### src/rtl/bsg_arb_pkg.sv
// Shared types for the one-hot hold arbiter: mode/state encodings and mode decode.
// Latency: n/a (types and a pure function only).
// Backpressure: n/a.
package bsg_arb_pkg;

  typedef enum logic [1:0] {
    ARB_FIXED_LO = 2'b00,
    ARB_FIXED_HI = 2'b01,
    ARB_RR       = 2'b10
  } arb_mode_e;

  typedef enum logic {
    ARB_IDLE = 1'b0,
    ARB_HOLD = 1'b1
  } arb_state_e;

  // Encoding 2'b11 has no mode of its own and behaves as round-robin.
  function automatic arb_mode_e arb_decode_mode(input logic [1:0] mode);
    arb_mode_e m;
    if (mode[1])      m = ARB_RR;
    else if (mode[0]) m = ARB_FIXED_HI;
    else              m = ARB_FIXED_LO;
    return m;
  endfunction

endpackage

### src/rtl/bsg_rotate_priority_one_hot.sv
// Circular priority pick: first set request at or after start_i, scanning up or down, one-hot plus index.
// Latency: purely combinational, 0 cycles.
// Backpressure: none; the caller decides whether the winner is accepted.
module bsg_rotate_priority_one_hot #(
  parameter int width_p    = 8,
  parameter int lg_width_p = $clog2(width_p)
) (
  input  logic [width_p-1:0]    reqs_i,
  input  logic [lg_width_p-1:0] start_i,
  input  logic                  dir_down_i,
  output logic [width_p-1:0]    grant_o,
  output logic [lg_width_p-1:0] grant_id_o
);

  function automatic logic [width_p-1:0] bit_reverse(input logic [width_p-1:0] v);
    logic [width_p-1:0] r;
    for (int i = 0; i < width_p; i++) r[i] = v[width_p-1-i];
    return r;
  endfunction

  logic [width_p-1:0]    req_dir;
  logic [lg_width_p-1:0] start_dir;
  logic [2*width_p-1:0]  rot_r_wide;
  logic [width_p-1:0]    rot;
  logic [width_p-1:0]    rot_hit;
  logic [2*width_p-1:0]  rot_l_wide;
  logic [width_p-1:0]    back;

  // Downward scans reuse the upward datapath on a bit-reversed vector; rotate start to bit 0,
  // keep the lowest set bit, rotate back.
  always_comb begin
    req_dir    = dir_down_i ? bit_reverse(reqs_i) : reqs_i;
    start_dir  = dir_down_i ? (lg_width_p'(width_p - 1) - start_i) : start_i;
    rot_r_wide = {req_dir, req_dir} >> start_dir;
    rot        = rot_r_wide[width_p-1:0];
    rot_hit    = rot & (~rot + width_p'(1));
    rot_l_wide = {rot_hit, rot_hit} << start_dir;
    back       = rot_l_wide[2*width_p-1:width_p];
    grant_o    = dir_down_i ? bit_reverse(back) : back;
  end

  // Encode the one-hot winner; all-zero grant encodes as index 0.
  always_comb begin
    grant_id_o = '0;
    for (int i = 0; i < width_p; i++) begin
      if (grant_o[i]) grant_id_o = lg_width_p'(i);
    end
  end

endmodule

### src/rtl/bsg_arb_one_hot_hold.sv
// Multi-mode one-hot arbiter (fixed lo->hi, fixed hi->lo, round-robin) that holds an unaccepted grant.
// Latency: 0 cycles from reqs_i to grants_o in IDLE; a held grant persists until yumi_i or request withdrawal.
// Backpressure: yumi_i=0 locks the current winner; optional anti-starvation under BSG_ARB_STARVE_GUARD_EN.
module bsg_arb_one_hot_hold
  import bsg_arb_pkg::*;
#(
  parameter int width_p      = 8,
  parameter int lg_width_p   = $clog2(width_p),
  parameter int starve_max_p = 15
) (
  input  logic                  clk_i,
  input  logic                  reset_n_i,
  input  logic [width_p-1:0]    reqs_i,
  input  logic [1:0]            mode_i,
  output logic [width_p-1:0]    grants_o,
  output logic [lg_width_p-1:0] grant_id_o,
  output logic                  v_o,
  input  logic                  yumi_i
);

  function automatic logic [lg_width_p-1:0] onehot_to_id(input logic [width_p-1:0] oh);
    logic [lg_width_p-1:0] id;
    id = '0;
    for (int i = 0; i < width_p; i++) begin
      if (oh[i]) id = lg_width_p'(i);
    end
    return id;
  endfunction

  arb_state_e            state_q, state_d;
  logic [width_p-1:0]    locked_q, locked_d;
  logic [lg_width_p-1:0] rr_last_q, rr_last_d;
  arb_mode_e             hold_mode_q, hold_mode_d;

  arb_mode_e             mode_dec;
  logic [lg_width_p-1:0] scan_start;
  logic                  scan_down;
  logic [width_p-1:0]    scan_grant;
  logic [lg_width_p-1:0] scan_id;
  logic [width_p-1:0]    starved;
  logic [width_p-1:0]    starve_oh;
  logic [width_p-1:0]    idle_grant;
  logic [lg_width_p-1:0] idle_id;

  // Pick the scan origin and direction for the requested mode.
  always_comb begin
    mode_dec   = arb_decode_mode(mode_i);
    scan_down  = 1'b0;
    scan_start = '0;
    case (mode_dec)
      ARB_FIXED_HI: begin
        scan_down  = 1'b1;
        scan_start = lg_width_p'(width_p - 1);
      end
      ARB_RR: begin
        scan_start = (rr_last_q == lg_width_p'(width_p - 1)) ? '0 : rr_last_q + lg_width_p'(1);
      end
      default: scan_start = '0;
    endcase
  end

  bsg_rotate_priority_one_hot #(
    .width_p   (width_p),
    .lg_width_p(lg_width_p)
  ) u_scan (
    .reqs_i    (reqs_i),
    .start_i   (scan_start),
    .dir_down_i(scan_down),
    .grant_o   (scan_grant),
    .grant_id_o(scan_id)
  );

`ifdef BSG_ARB_STARVE_GUARD_EN
  localparam int cnt_w_lp = $clog2(starve_max_p + 1);

  logic [cnt_w_lp-1:0] starve_cnt_q [width_p];
  logic [cnt_w_lp-1:0] starve_cnt_d [width_p];
  logic [width_p-1:0]  accepted;

  // Count consecutive un-accepted request cycles per requester, saturating at the threshold.
  always_comb begin
    accepted = (v_o && yumi_i) ? grants_o : '0;
    for (int k = 0; k < width_p; k++) begin
      starved[k] = reqs_i[k] && (starve_cnt_q[k] == cnt_w_lp'(starve_max_p));
      if (!reqs_i[k] || accepted[k])                      starve_cnt_d[k] = '0;
      else if (starve_cnt_q[k] != cnt_w_lp'(starve_max_p)) starve_cnt_d[k] = starve_cnt_q[k] + cnt_w_lp'(1);
      else                                                starve_cnt_d[k] = starve_cnt_q[k];
    end
  end

  // Starvation counters register.
  always_ff @(posedge clk_i) begin
    for (int k = 0; k < width_p; k++) begin
      if (!reset_n_i) starve_cnt_q[k] <= '0;
      else            starve_cnt_q[k] <= starve_cnt_d[k];
    end
  end
`else
  localparam int unused_starve_max_lp = starve_max_p;
  assign starved = '0;
`endif

  // A starved requester overrides the mode; lowest index first among the starved.
  always_comb begin
    starve_oh = starved & (~starved + width_p'(1));
    if (|starved) begin
      idle_grant = starve_oh;
      idle_id    = onehot_to_id(starve_oh);
    end else begin
      idle_grant = scan_grant;
      idle_id    = scan_id;
    end
  end

  // FSM state register.
  always_ff @(posedge clk_i) begin
    if (!reset_n_i) state_q <= ARB_IDLE;
    else            state_q <= state_d;
  end

  // Lock, round-robin pointer and held-mode registers.
  always_ff @(posedge clk_i) begin
    if (!reset_n_i) begin
      locked_q    <= '0;
      rr_last_q   <= lg_width_p'(width_p - 1);
      hold_mode_q <= ARB_FIXED_LO;
    end else begin
      locked_q    <= locked_d;
      rr_last_q   <= rr_last_d;
      hold_mode_q <= hold_mode_d;
    end
  end

  // Next state: lock an unaccepted winner, release on accept or withdrawal; advance RR only on accepts.
  always_comb begin
    state_d     = state_q;
    locked_d    = locked_q;
    rr_last_d   = rr_last_q;
    hold_mode_d = hold_mode_q;
    case (state_q)
      ARB_IDLE: begin
        if (v_o) begin
          if (yumi_i) begin
            if (mode_dec == ARB_RR) rr_last_d = idle_id;
          end else begin
            state_d     = ARB_HOLD;
            locked_d    = idle_grant;
            hold_mode_d = mode_dec;
          end
        end
      end
      ARB_HOLD: begin
        if (v_o && yumi_i) begin
          state_d  = ARB_IDLE;
          locked_d = '0;
          if (hold_mode_q == ARB_RR) rr_last_d = onehot_to_id(locked_q);
        end else if (!v_o) begin
          state_d  = ARB_IDLE;
          locked_d = '0;
        end
      end
      default: state_d = ARB_IDLE;
    endcase
  end

  // Outputs: live pick in IDLE, frozen lock in HOLD, all zero while reset is asserted.
  always_comb begin
    grants_o   = '0;
    grant_id_o = '0;
    v_o        = 1'b0;
    if (reset_n_i) begin
      if (state_q == ARB_HOLD) begin
        grants_o   = locked_q;
        grant_id_o = onehot_to_id(locked_q);
        v_o        = |(locked_q & reqs_i);
      end else begin
        grants_o   = idle_grant;
        grant_id_o = idle_id;
        v_o        = |reqs_i;
      end
    end
  end

  // A yumi without a valid grant is a consumer protocol violation.
  a_yumi_needs_valid: assert property (@(posedge clk_i) disable iff (!reset_n_i) yumi_i |-> v_o);

endmodule

### config.mk
export PLATFORM = sky130hd
export DESIGN_NAME = bsg_arb_one_hot_hold
export DESIGN_NICKNAME = d
export VERILOG_FILES = /design/src/rtl/bsg_arb_pkg.sv /design/src/rtl/bsg_rotate_priority_one_hot.sv /design/src/rtl/bsg_arb_one_hot_hold.sv
export SDC_FILE = /design/constraint.sdc
export NUM_CORES = 1
export LEC_CHECK = 0
export ABC_CLOCK_PERIOD_IN_PS = 5200
export CELL_PAD_IN_SITES_DETAIL_PLACEMENT = 1
export CELL_PAD_IN_SITES_GLOBAL_PLACEMENT = 1
export CORE_MARGIN = 3
export CORE_UTILIZATION = 43
export CTS_BUF_LIST = sky130_fd_sc_hd__clkbuf_8
export CTS_CLUSTER_SIZE = 30
export DETAILED_ROUTE_END_ITERATION = 12
export MAX_ROUTING_LAYER = met4
export PLACE_DENSITY_LB_ADDON = 0.1
export REMOVE_ABC_BUFFERS = 1
export SETUP_SLACK_MARGIN = 0.4
export SLEW_MARGIN = 20
export SYNTH_ARGS = -nofsm -noshare
export SYNTH_HDL_FRONTEND = slang
export SYNTH_SLANG_ARGS = --single-unit
### constraint.sdc
create_clock -name clk_i -period 5.2 [get_ports clk_i]
set_clock_uncertainty 0.15 [all_clocks]
set_input_delay 1.04 -clock clk_i [delete_from_list [all_inputs] [get_ports clk_i]]
set_output_delay 1.04 -clock clk_i [all_outputs]
set_load 0.02 [all_outputs]
==> results of run 1 <==
kinds of logic after synthesis:
family / synth area share (%)
AO/OA/AOI/OAI: 40.1
adder cells (fa/ha/maj): 0.625
flip-flops: 14.0
buffers and inverters: 5.06
multiplexers: 15.7
AND/OR/NAND/NOR: 23.2
XOR/XNOR: 1.31
through the flow:
step           utilization [%]  hold WS (ps)  std cells  instance area, µm²
3_5_place_dp              66.0           358        414                2910
3_3_place_gp              66.0           323        414                2910
2_1_floorplan                -           291        248                1920
==> out/results.txt, run 1 <==
The run stopped with a tool error. The most used flip-flop cell after synthesis is sky130_fd_sc_hd__dfxtp_1. For the half-perimeter wire length of the detailed placement result, the log shows 8.13 mm. For this run, the number of Yosys warnings is 0.

For the share of synthesized area occupied by flip-flops and latches, the log shows 14.0%. Total clock sinks: 14. Progress stopped at clock tree synthesis.

The logs give 207 for the count of instances resized after the clock tree is built and 266 for the number of instances in the synthesized netlist. In this run the mean area of a mapped cell was 7.53 µm². Ranked by total cell area, the synthesized netlist is headed by sky130_fd_sc_hd__dfxtp_1 14%, sky130_fd_sc_hd__mux2i_1 6.5%, sky130_fd_sc_hd__nand2_1 6.0%, sky130_fd_sc_hd__a22oi_1 5.3%, sky130_fd_sc_hd__mux2_2 4.5%. For this configuration, the core starts out at a cell density of 45.4%. Async set-reset flop share out of synthesis: 0%. Yosys mapped a number of flops with a built-in enable equal to 0. The die is 74.2 µm wide. Most repeated cell in the gate-level netlist after synthesis: sky130_fd_sc_hd__nand2_1. The synthesized design contains 14 register bits. Cell type with the highest aggregate area in the netlist: sky130_fd_sc_hd__dfxtp_1. Buffers inserted during clock tree synthesis total 3.

25 I/O pins were placed. By count the netlist is led by 32 x sky130_fd_sc_hd__nand2_1, 24 x sky130_fd_sc_hd__nor2_1, 14 x sky130_fd_sc_hd__a22oi_1, 14 x sky130_fd_sc_hd__dfxtp_1, 13 x sky130_fd_sc_hd__mux2i_1. Row generation in the floorplan step produced 24 rows.

The logs give 0 for the cts-stage hold buffer count and 66 for the count of different cell masters after synthesis. The run gives 1 as the number of levels the H-tree was split into. The tools report the root cell of the clock tree as sky130_fd_sc_hd__clkbuf_8. Summed over its instances, the top area cell type makes up 14.0% of the synthesized netlist area. The run gives 37 as the post-CTS repair timing setup buffer count.

The tools report the final weighted congestion in routability-driven placement as 0.974. In this run the vertical extent of the chip is 74.2 µm. The clock passes through at most 2 buffers. Timing analysis after detailed placement gives a worst setup slack of -894 ps. The first error in the log reads "[ERROR DPL-0033] detailed placement checks failed during check placement". The count of buffers added on input and output ports is 24. The run gives 2000 µm² as the netlist area before placement.
==> run 2, diff against run 1 <==
==> config.mk (replaced) <==
export PLATFORM = sky130hd
export DESIGN_NAME = bsg_arb_one_hot_hold
export DESIGN_NICKNAME = d
export VERILOG_FILES = /design/src/rtl/bsg_arb_pkg.sv /design/src/rtl/bsg_rotate_priority_one_hot.sv /design/src/rtl/bsg_arb_one_hot_hold.sv
export SDC_FILE = /design/constraint.sdc
export NUM_CORES = 1
export LEC_CHECK = 0
export ABC_CLOCK_PERIOD_IN_PS = 5200
export CORE_MARGIN = 3
export CORE_UTILIZATION = 28
export DETAILED_ROUTE_END_ITERATION = 12
export PLACE_DENSITY_LB_ADDON = 0.15
export REMOVE_ABC_BUFFERS = 1
export SLEW_MARGIN = 20
export SYNTH_ARGS = -nofsm -noshare
export SYNTH_HDL_FRONTEND = slang
export SYNTH_SLANG_ARGS = --single-unit
==> run 2 against run 1 <==
Compared with the run above:
- the run now ends clean
- synthesized cell count unchanged
- synthesized area unchanged
==> out/results.txt, run 2 <==
Detailed routing inserted a total of 2,586 vias. The async set-reset flop share out of synthesis is 0% (unchanged). Total clock buffers created by CTS: 3 (unchanged).

Net switching is 41.1% of the power. The data required time of the worst path is 4010 ps, and the biggest fanout along the worst timing path is 7. For this run, the total global-route usage over all layers was measured as 19.0%. The die boundary width came out at 90.6 µm (was 74.2 µm). The worst setup path is launched from an input pin. The slew at the pin with the worst max-slew slack is 731 ps, and the clock group share of total power is 16.5%. The half-perimeter wire length of the detailed placement result is 5.91 mm (was 8.13 mm).

The internal portion of the total power is 0.378 mW. Post-synth top cells: 32 x sky130_fd_sc_hd__nand2_1, 24 x sky130_fd_sc_hd__nor2_1, 14 x sky130_fd_sc_hd__a22oi_1, 14 x sky130_fd_sc_hd__dfxtp_1, 13 x sky130_fd_sc_hd__mux2i_1 (unchanged). The library cell used most frequently in the layout, excluding fill and tap cells, is sky130_fd_sc_hd__buf_4. The number of nets in the layout is 378, and the highest achievable clock rate is 197 MHz. The count of different cell masters after synthesis was 66 (unchanged).

TritonCTS built the clock tree. The largest buffer count on any clock path is 2 (unchanged). The cell type with the highest aggregate area in the netlist is sky130_fd_sc_hd__dfxtp_1 (unchanged). Area of the die: 8200 µm².

For the worst-skew pair, the clock arrives at the later sink with an insertion delay of 250 ps. The largest single stage delay on the critical path is 310 ps. The share of the synthesized area in the top cell type was 14.0% (unchanged); the number of levels the H-tree was split into was 1 (unchanged).

The logs give 0.863 (was 0.974) for the final weighted congestion in routability-driven placement and 0 for the number of antenna cells inserted. In the final layout, the multi-input gates occupy 1830 µm². VDD sags by at most 0.135 mV.

The run gives 0 as the number of hold violations in the final report. Setup violations remaining at the end of the flow were counted as 0. The top register by number of flip-flops is locked_q.

The logs give 280 µm² for the sequential standard cell area and 0 (unchanged) for the number of synthesis warnings. For the initial antenna violation count, the log shows 0. Across all setup checks in the final design, the least slack found is 130 ps. Of the cells placed in the final design, the portion with a size suffix greater than 1 is 42.1%. The number of flip-flops under the largest register name is 8. The portion of total power attributed to sequential cells came out at 18.6%. The number of synthesized flops with an enable pin was 0 (unchanged); the relative max-transition margin was 50.9%.

By startpoint and endpoint, the worst setup path is classified as input pin to output pin. The number of port buffers is 24 (unchanged), and the share of synthesized area occupied by flip-flops and latches is 14.0% (unchanged). The tools report the largest net degree at the start of global routing as 18. The number of instances in the synthesized netlist is 266 (unchanged). The final standard cell utilization of the core is 46.1%, and the time the final worst path needs with I/O delays and setup is 5070 ps. Among all stages on the critical path, the largest delay is contributed by sky130_fd_sc_hd__a222oi_1. The post-detailed-route via-to-cell ratio was 5.63. The tools report the root cell of the clock tree as sky130_fd_sc_hd__clkbuf_8 (unchanged).

The kind of capture point of the worst setup path is an output pin. The number of flip-flops and latches in the synthesized netlist is 14 (unchanged). For this run the aggregate overflow at the end of global routing stands at 0. In this run the worst hold path is classified as flop to flop. The final critical path takes up 97.5% of the cycle. The library cells used most frequently in the layout, excluding fill and tap cells, are 84 x sky130_fd_sc_hd__buf_4, 32 x sky130_fd_sc_hd__nand2_1, 24 x sky130_fd_sc_hd__nor2_1. The worst setup slack before clock tree synthesis was -669 ps (was -894 ps). The run finished with clean final reports. In this run the power spent charging and discharging nets is 0.264 mW.

The clock slew at the register clock pins of the worst setup and hold paths is 60 ps. The share of total power dissipated in combinational logic is 65.0%. The total power density per cell area came out at 203 nW/µm².

The run gives 2,592 as the via count of the first global-routing pass. The layout overhead on the synthesized area is 58.1%, and the sum of routed wire length over all layers is 7.88 mm. Iteration count of the initial detailed-routing pass: 5. The residual DRC count was 0; the initial cell density of the core was 29.1% (was 45.4%). Number of maximum-capacitance violations: 0. Most used cell along the critical path: sky130_fd_sc_hd__buf_4.

The average wire per cell in the routed design was 17.2 µm. The number of design-rule violations left by the first detailed-router iteration is 158, and the max-slew violation total from the final report is 0. The cts-stage hold buffer count came out at 0 (unchanged).

The first global-routing pass estimated 13.1 mm of wire. Number of rows in the core area: 30 (was 24). Most repeated cell in the gate-level netlist after synthesis: sky130_fd_sc_hd__nand2_1 (unchanged). The run gives 14 (unchanged) as the total clock sinks.

The count of nets left with antenna violations once routing finished came out at 0. Fill cells in the final layout number 709. The mean instance size in the synthesized netlist came out at 7.53 µm² (unchanged).

The most frequently used flop master after synthesis is sky130_fd_sc_hd__dfxtp_1 (unchanged). The largest registers in the layout are locked_q x8, rr_last_q x3, hold_mode_q x2. The netlist area before placement was 2000 µm² (unchanged). The core region is 6870 µm². The analysis attributes to cell leakage a power of 1.32 nW. Data arrives at the worst endpoint at 3880 ps. The boundary pin count came out at 25 (unchanged).

Leading post-synthesis cells by cell area: sky130_fd_sc_hd__dfxtp_1 14%, sky130_fd_sc_hd__mux2i_1 6.5%, sky130_fd_sc_hd__nand2_1 6.0%, sky130_fd_sc_hd__a22oi_1 5.3%, sky130_fd_sc_hd__mux2_2 4.5% (unchanged). The overall die height was 90.6 µm (was 74.2 µm). The critical path goes through dlygate4sd2_1 -> buf_6 -> mux2_1 -> a222oi_1 -> buf_4 -> nor3_1 -> o21ai_1 -> o21ai_2 -> buf_4 -> a22oi_2 -> o2111ai_4 -> buf_6 -> o41ai_4 -> nor2_1 -> buf_4.
[run 2: cell counts after synthesis]
No cell type changed its count.
[run 2: final timing paths]
check                    start            end  slack (ps)  cells after the start
setup / recovery     mode_i[0]  grant_id_o[0]         130                     15
hold / removal     locked_q[0]    locked_q[0]         350                      2
setup reg to reg  rr_last_q[1]   rr_last_q[1]        1570                     16
hold reg to reg    locked_q[0]    locked_q[0]         350                      2
[run 2: through the flow]
step | TNS [ps] | hold WS [ps] | cell area, µm² | std cells | power [mW]
after global placement | -6560 | 317 | 2860 | 445 | 0.484
after detailed placement | -6260 | 347 | 2860 | 445 | 0.482
after CTS | 0 | 358 | 3070 | 457 | 0.623
after global routing | -40.2 | 385 | 3170 | 459 | 0.683
final | 0 | 346 | 3170 | 459 | 0.642
after floorplan | 0 | 291 | 1920 | 248 | 0.310
[run 2: cells by family after synthesis]
kind of cell | count (synthesis) | share of synthesized area [%]
DFF | 14 | 14.0
xor gates and xnor gates | 3 | 1.31
muxes | 28 | 15.7
and+or+nand+nor | 97 | 23.2
adders and majority gates | 1 | 0.625
AOI/OAI and AO/OA | 100 | 40.1
buffers and inverters | 23 | 5.06
[run 2: what timing repair did]
action	4_1_cts	5_1_grt
gates resized for setup	72	24
pin swaps	18	14
endpoints found under the setup margin	11	11
buffers inserted	8	2
[run 2: routing by layer]
metal	up-vias	wire length (µm)	track usage [%]
li1	1249	-	-
met4	0	167	6.51
met3	17	296	1.50
met1	1247	3510	25.1
met5	-	0	0
met2	73	3900	32.6
[run 2: power groups by stage]
stage / clock, mW / sequential, mW / combinational, mW
after floorplan: 0 / 0.121 / 0.189
after global placement: 0 / 0.121 / 0.363
after detailed placement: 0 / 0.121 / 0.361
after CTS: 0.109 / 0.119 / 0.396
after global routing: 0.115 / 0.120 / 0.448
final: 0.106 / 0.119 / 0.417
[run 2: final cells by class]
cell class | count | share of cell area, %
Multi-Input combinational cell | 229 | 57.7
Timing Repair Buffer | 111 | 27.4
Sequential cell | 14 | 8.85
Tap cell | 96 | 3.79
Clock buffer | 4 | 1.74
Inverter | 5 | 0.593
[run 2: critical path: cells and delay by family]
kind                   cells  cell delay (ps)
buffers and inverters      6             1120
multiplexers               1              300
AND/OR/NAND/NOR            2              150
AO/OA/AOI/OAI              6             1280
Note: power is estimated with default switching activity, not from simulation.
==> patch, RTL diff (config.mk and constraints of run 2) <==
The 3 values of `arb_mode_e` get a one-hot encoding in 3 bits.
--- a/src/rtl/bsg_arb_pkg.sv
+++ b/src/rtl/bsg_arb_pkg.sv
@@ -3,10 +3,10 @@
 // Backpressure: n/a.
 package bsg_arb_pkg;
 
-  typedef enum logic [1:0] {
-    ARB_FIXED_LO = 2'b00,
-    ARB_FIXED_HI = 2'b01,
-    ARB_RR       = 2'b10
+  typedef enum logic [2:0] {
+    ARB_FIXED_LO = 3'b001,
+    ARB_FIXED_HI = 3'b010,
+    ARB_RR       = 3'b100
   } arb_mode_e;
 
   typedef enum logic {
Function: same outputs for any inputs over 4 cycles, from zero or initial values and one cycle with reset_n_i low; so few cycles prove little.
==> patch against run 2 <==
Sequential cell count increased by 1. Cell area is 17% higher. Routed wire length grew 27%. Power rose by 4.5%. Largest cell class unchanged. Sequential share of layout area shrank 0.75 points. Area after synthesis grew 13%. Setup slack got worse by 56 ps. Register-to-register slack worse by 340 ps. Critical path type unchanged. Highest routed layer unchanged.
==> patch: results (changes against run 2) <==
| Metric | Value |
|---|---|
| Status | `finished clean` |
| Vias in the first global route | `2,976 (+15%)` |
| VDD IR max | `0.07606 mV (-43%)` |
| RD Place Congestion | `0.9512 (+10%)` |
| Layout Nets | `454 (+20%)` |
| Top cells by count, synth | `nand2_1 (35), nor2_1 (24), o21ai_0 (23)` |
| Critical Path Max Stage Delay | `340 ps (+30 ps)` |
| Compound-gate portion of the synthesized area | `41.86% (+1.8 points)` |
| Longest Clk Path Bufs | `2 (unchanged)` |
| N_diodes | `0 (unchanged)` |
| Reg clk slew, reported paths | `60 ps (about the same)` |
| Gr usage total | `21.52% (+2.5 points)` |
| Routed wire length | `10.04 mm (+27%)` |
| DP Worst Slack | `-772.4 ps (-103.6 ps)` |
| Pint | `0.3911 mW (+3.5%)` |
| Highest-delay cell along the critical path | `a211oi_2` |
| Adder-Cell Fraction of Synth Area | `1.107% (+0.48 points)` |
| Placed cells | `515 (+16%)` |
| CP Max Fanout | `4 (-3)` |
| Comb pwr share | `66.6% (+1.6 points)` |
| Slew headroom | `45.44% (-5.5 points)` |
| Synth area leaders | `dfxtp_1 (13%), nand2_1 (5.8%), mux2i_1 (5.3%), o21ai_0 (5.1%), nor2_1 (4.0%)` |
| Clk power | `0.0957 mW (-9.7%)` |
| Mux share of post-synthesis cell area | `5.980% (-9.8 points)` |
| CP arrival | `3940 ps (+60 ps)` |
| Worst-Skew Late Latency | `250 ps (about the same)` |
| DRT iter0 DRCs | `268 (+70%)` |
| Via/cell ratio | `5.767 (+2.4%)` |
| Seq/Total Area, Yosys | `13.29% (-0.71 points)` |
| Layout cells sized above 1 | `45.21% (+3.1 points)` |
| Post-synthesis xor/xnor area fraction | `0.3876% (-0.92 points)` |
| Finished Layout Cells | `540 (+18%)` |
| Worst Slack Setup Final | `73.18 ps (-56.37 ps)` |
| Syn Inst Count | `315 (+18%)` |
| Yosys cell types | `78 (+18%)` |
| Top Registers | `locked_q (8), hold_mode_q (3), rr_last_q (3)` |
| Leak | `1.558 nW (+18%)` |
| Detail Placement HPWL | `7.522 mm (+27%)` |
| R2r setup slk | `1230 ps (-340 ps)` |
| Number of port buffers | `24 (unchanged)` |
| First-pass GRT wire length | `15.53 mm (+19%)` |
| Largest net degree at the start of global routing | `27 (+9)` |
| H-tree levels | `1 (unchanged)` |
| FFs w/ async S/R, synth | `0% (unchanged)` |
==> patch: tightest hold or removal path: stages (launching register included) <==
cell and delay (ps):
dfxtp_1 330, o21ai_0 80, nand2_1 60
==> patch: final cells by class <==
type,count,area [µm²]
tap,102,127.6
inverter,5,18.77
fill,776,4060
multi-input combinational,272,2110
clock inverter,1,5.005
timing repair buffer,142,1105
clock buffer,3,41.29
sequential,15,300.3
==> patch: worst paths after layout <==
check	to	depth (start not counted)	start
worst min-delay path	hold_mode_q[0]	2	hold_mode_q[0]
worst max register to register	rr_last_q[0]	16	rr_last_q[0]
worst max-delay path	grant_id_o[2]	14	mode_i[0]
worst min register to register	hold_mode_q[0]	2	hold_mode_q[0]
==> patch: timing repair <==
item	CTS	global route
buffers inserted	10	11
setup endpoints to repair	11	11
resized for setup	97	27
pin swaps	25	28
==> patch: layer usage <==
metal	up-vias	GRT usage, %	wire [µm]
li1	1461	-	-
met1	1503	30.78	4557
met2	124	33.58	4565
met3	26	2.580	587
met4	0	6.398	325
met5	-	0	0
==> patch: per-stage QoR <==
stage          util (%)  total power, mW  TNS, ps  hold WS [ps]  instance area [µm²]
2_1_floorplan         -           0.3081        0         298.8                 2151
3_3_place_gp      41.80           0.5045    -6787         337.9                 3247
3_5_place_dp      41.80           0.5015    -6992         341.3                 3247
4_1_cts           45.75           0.6383   -43.06         357.4                 3553
5_1_grt           47.73           0.7101   -89.65         409.4                 3707
6_report          47.73           0.6706        0         354.1                 3707
==> patch: cell families (layout without fill, tap and decap cells) <==
| kind of cell | Yosys count | after routing |
|---|---|---|
| buf+inv | 28 | 151 |
| compound gates | 124 | 124 |
| fa+ha+maj | 2 | 2 |
| xor+xnor | 1 | 1 |
| flops | 15 | 15 |
| simple gates | 132 | 132 |
| mux | 13 | 13 |
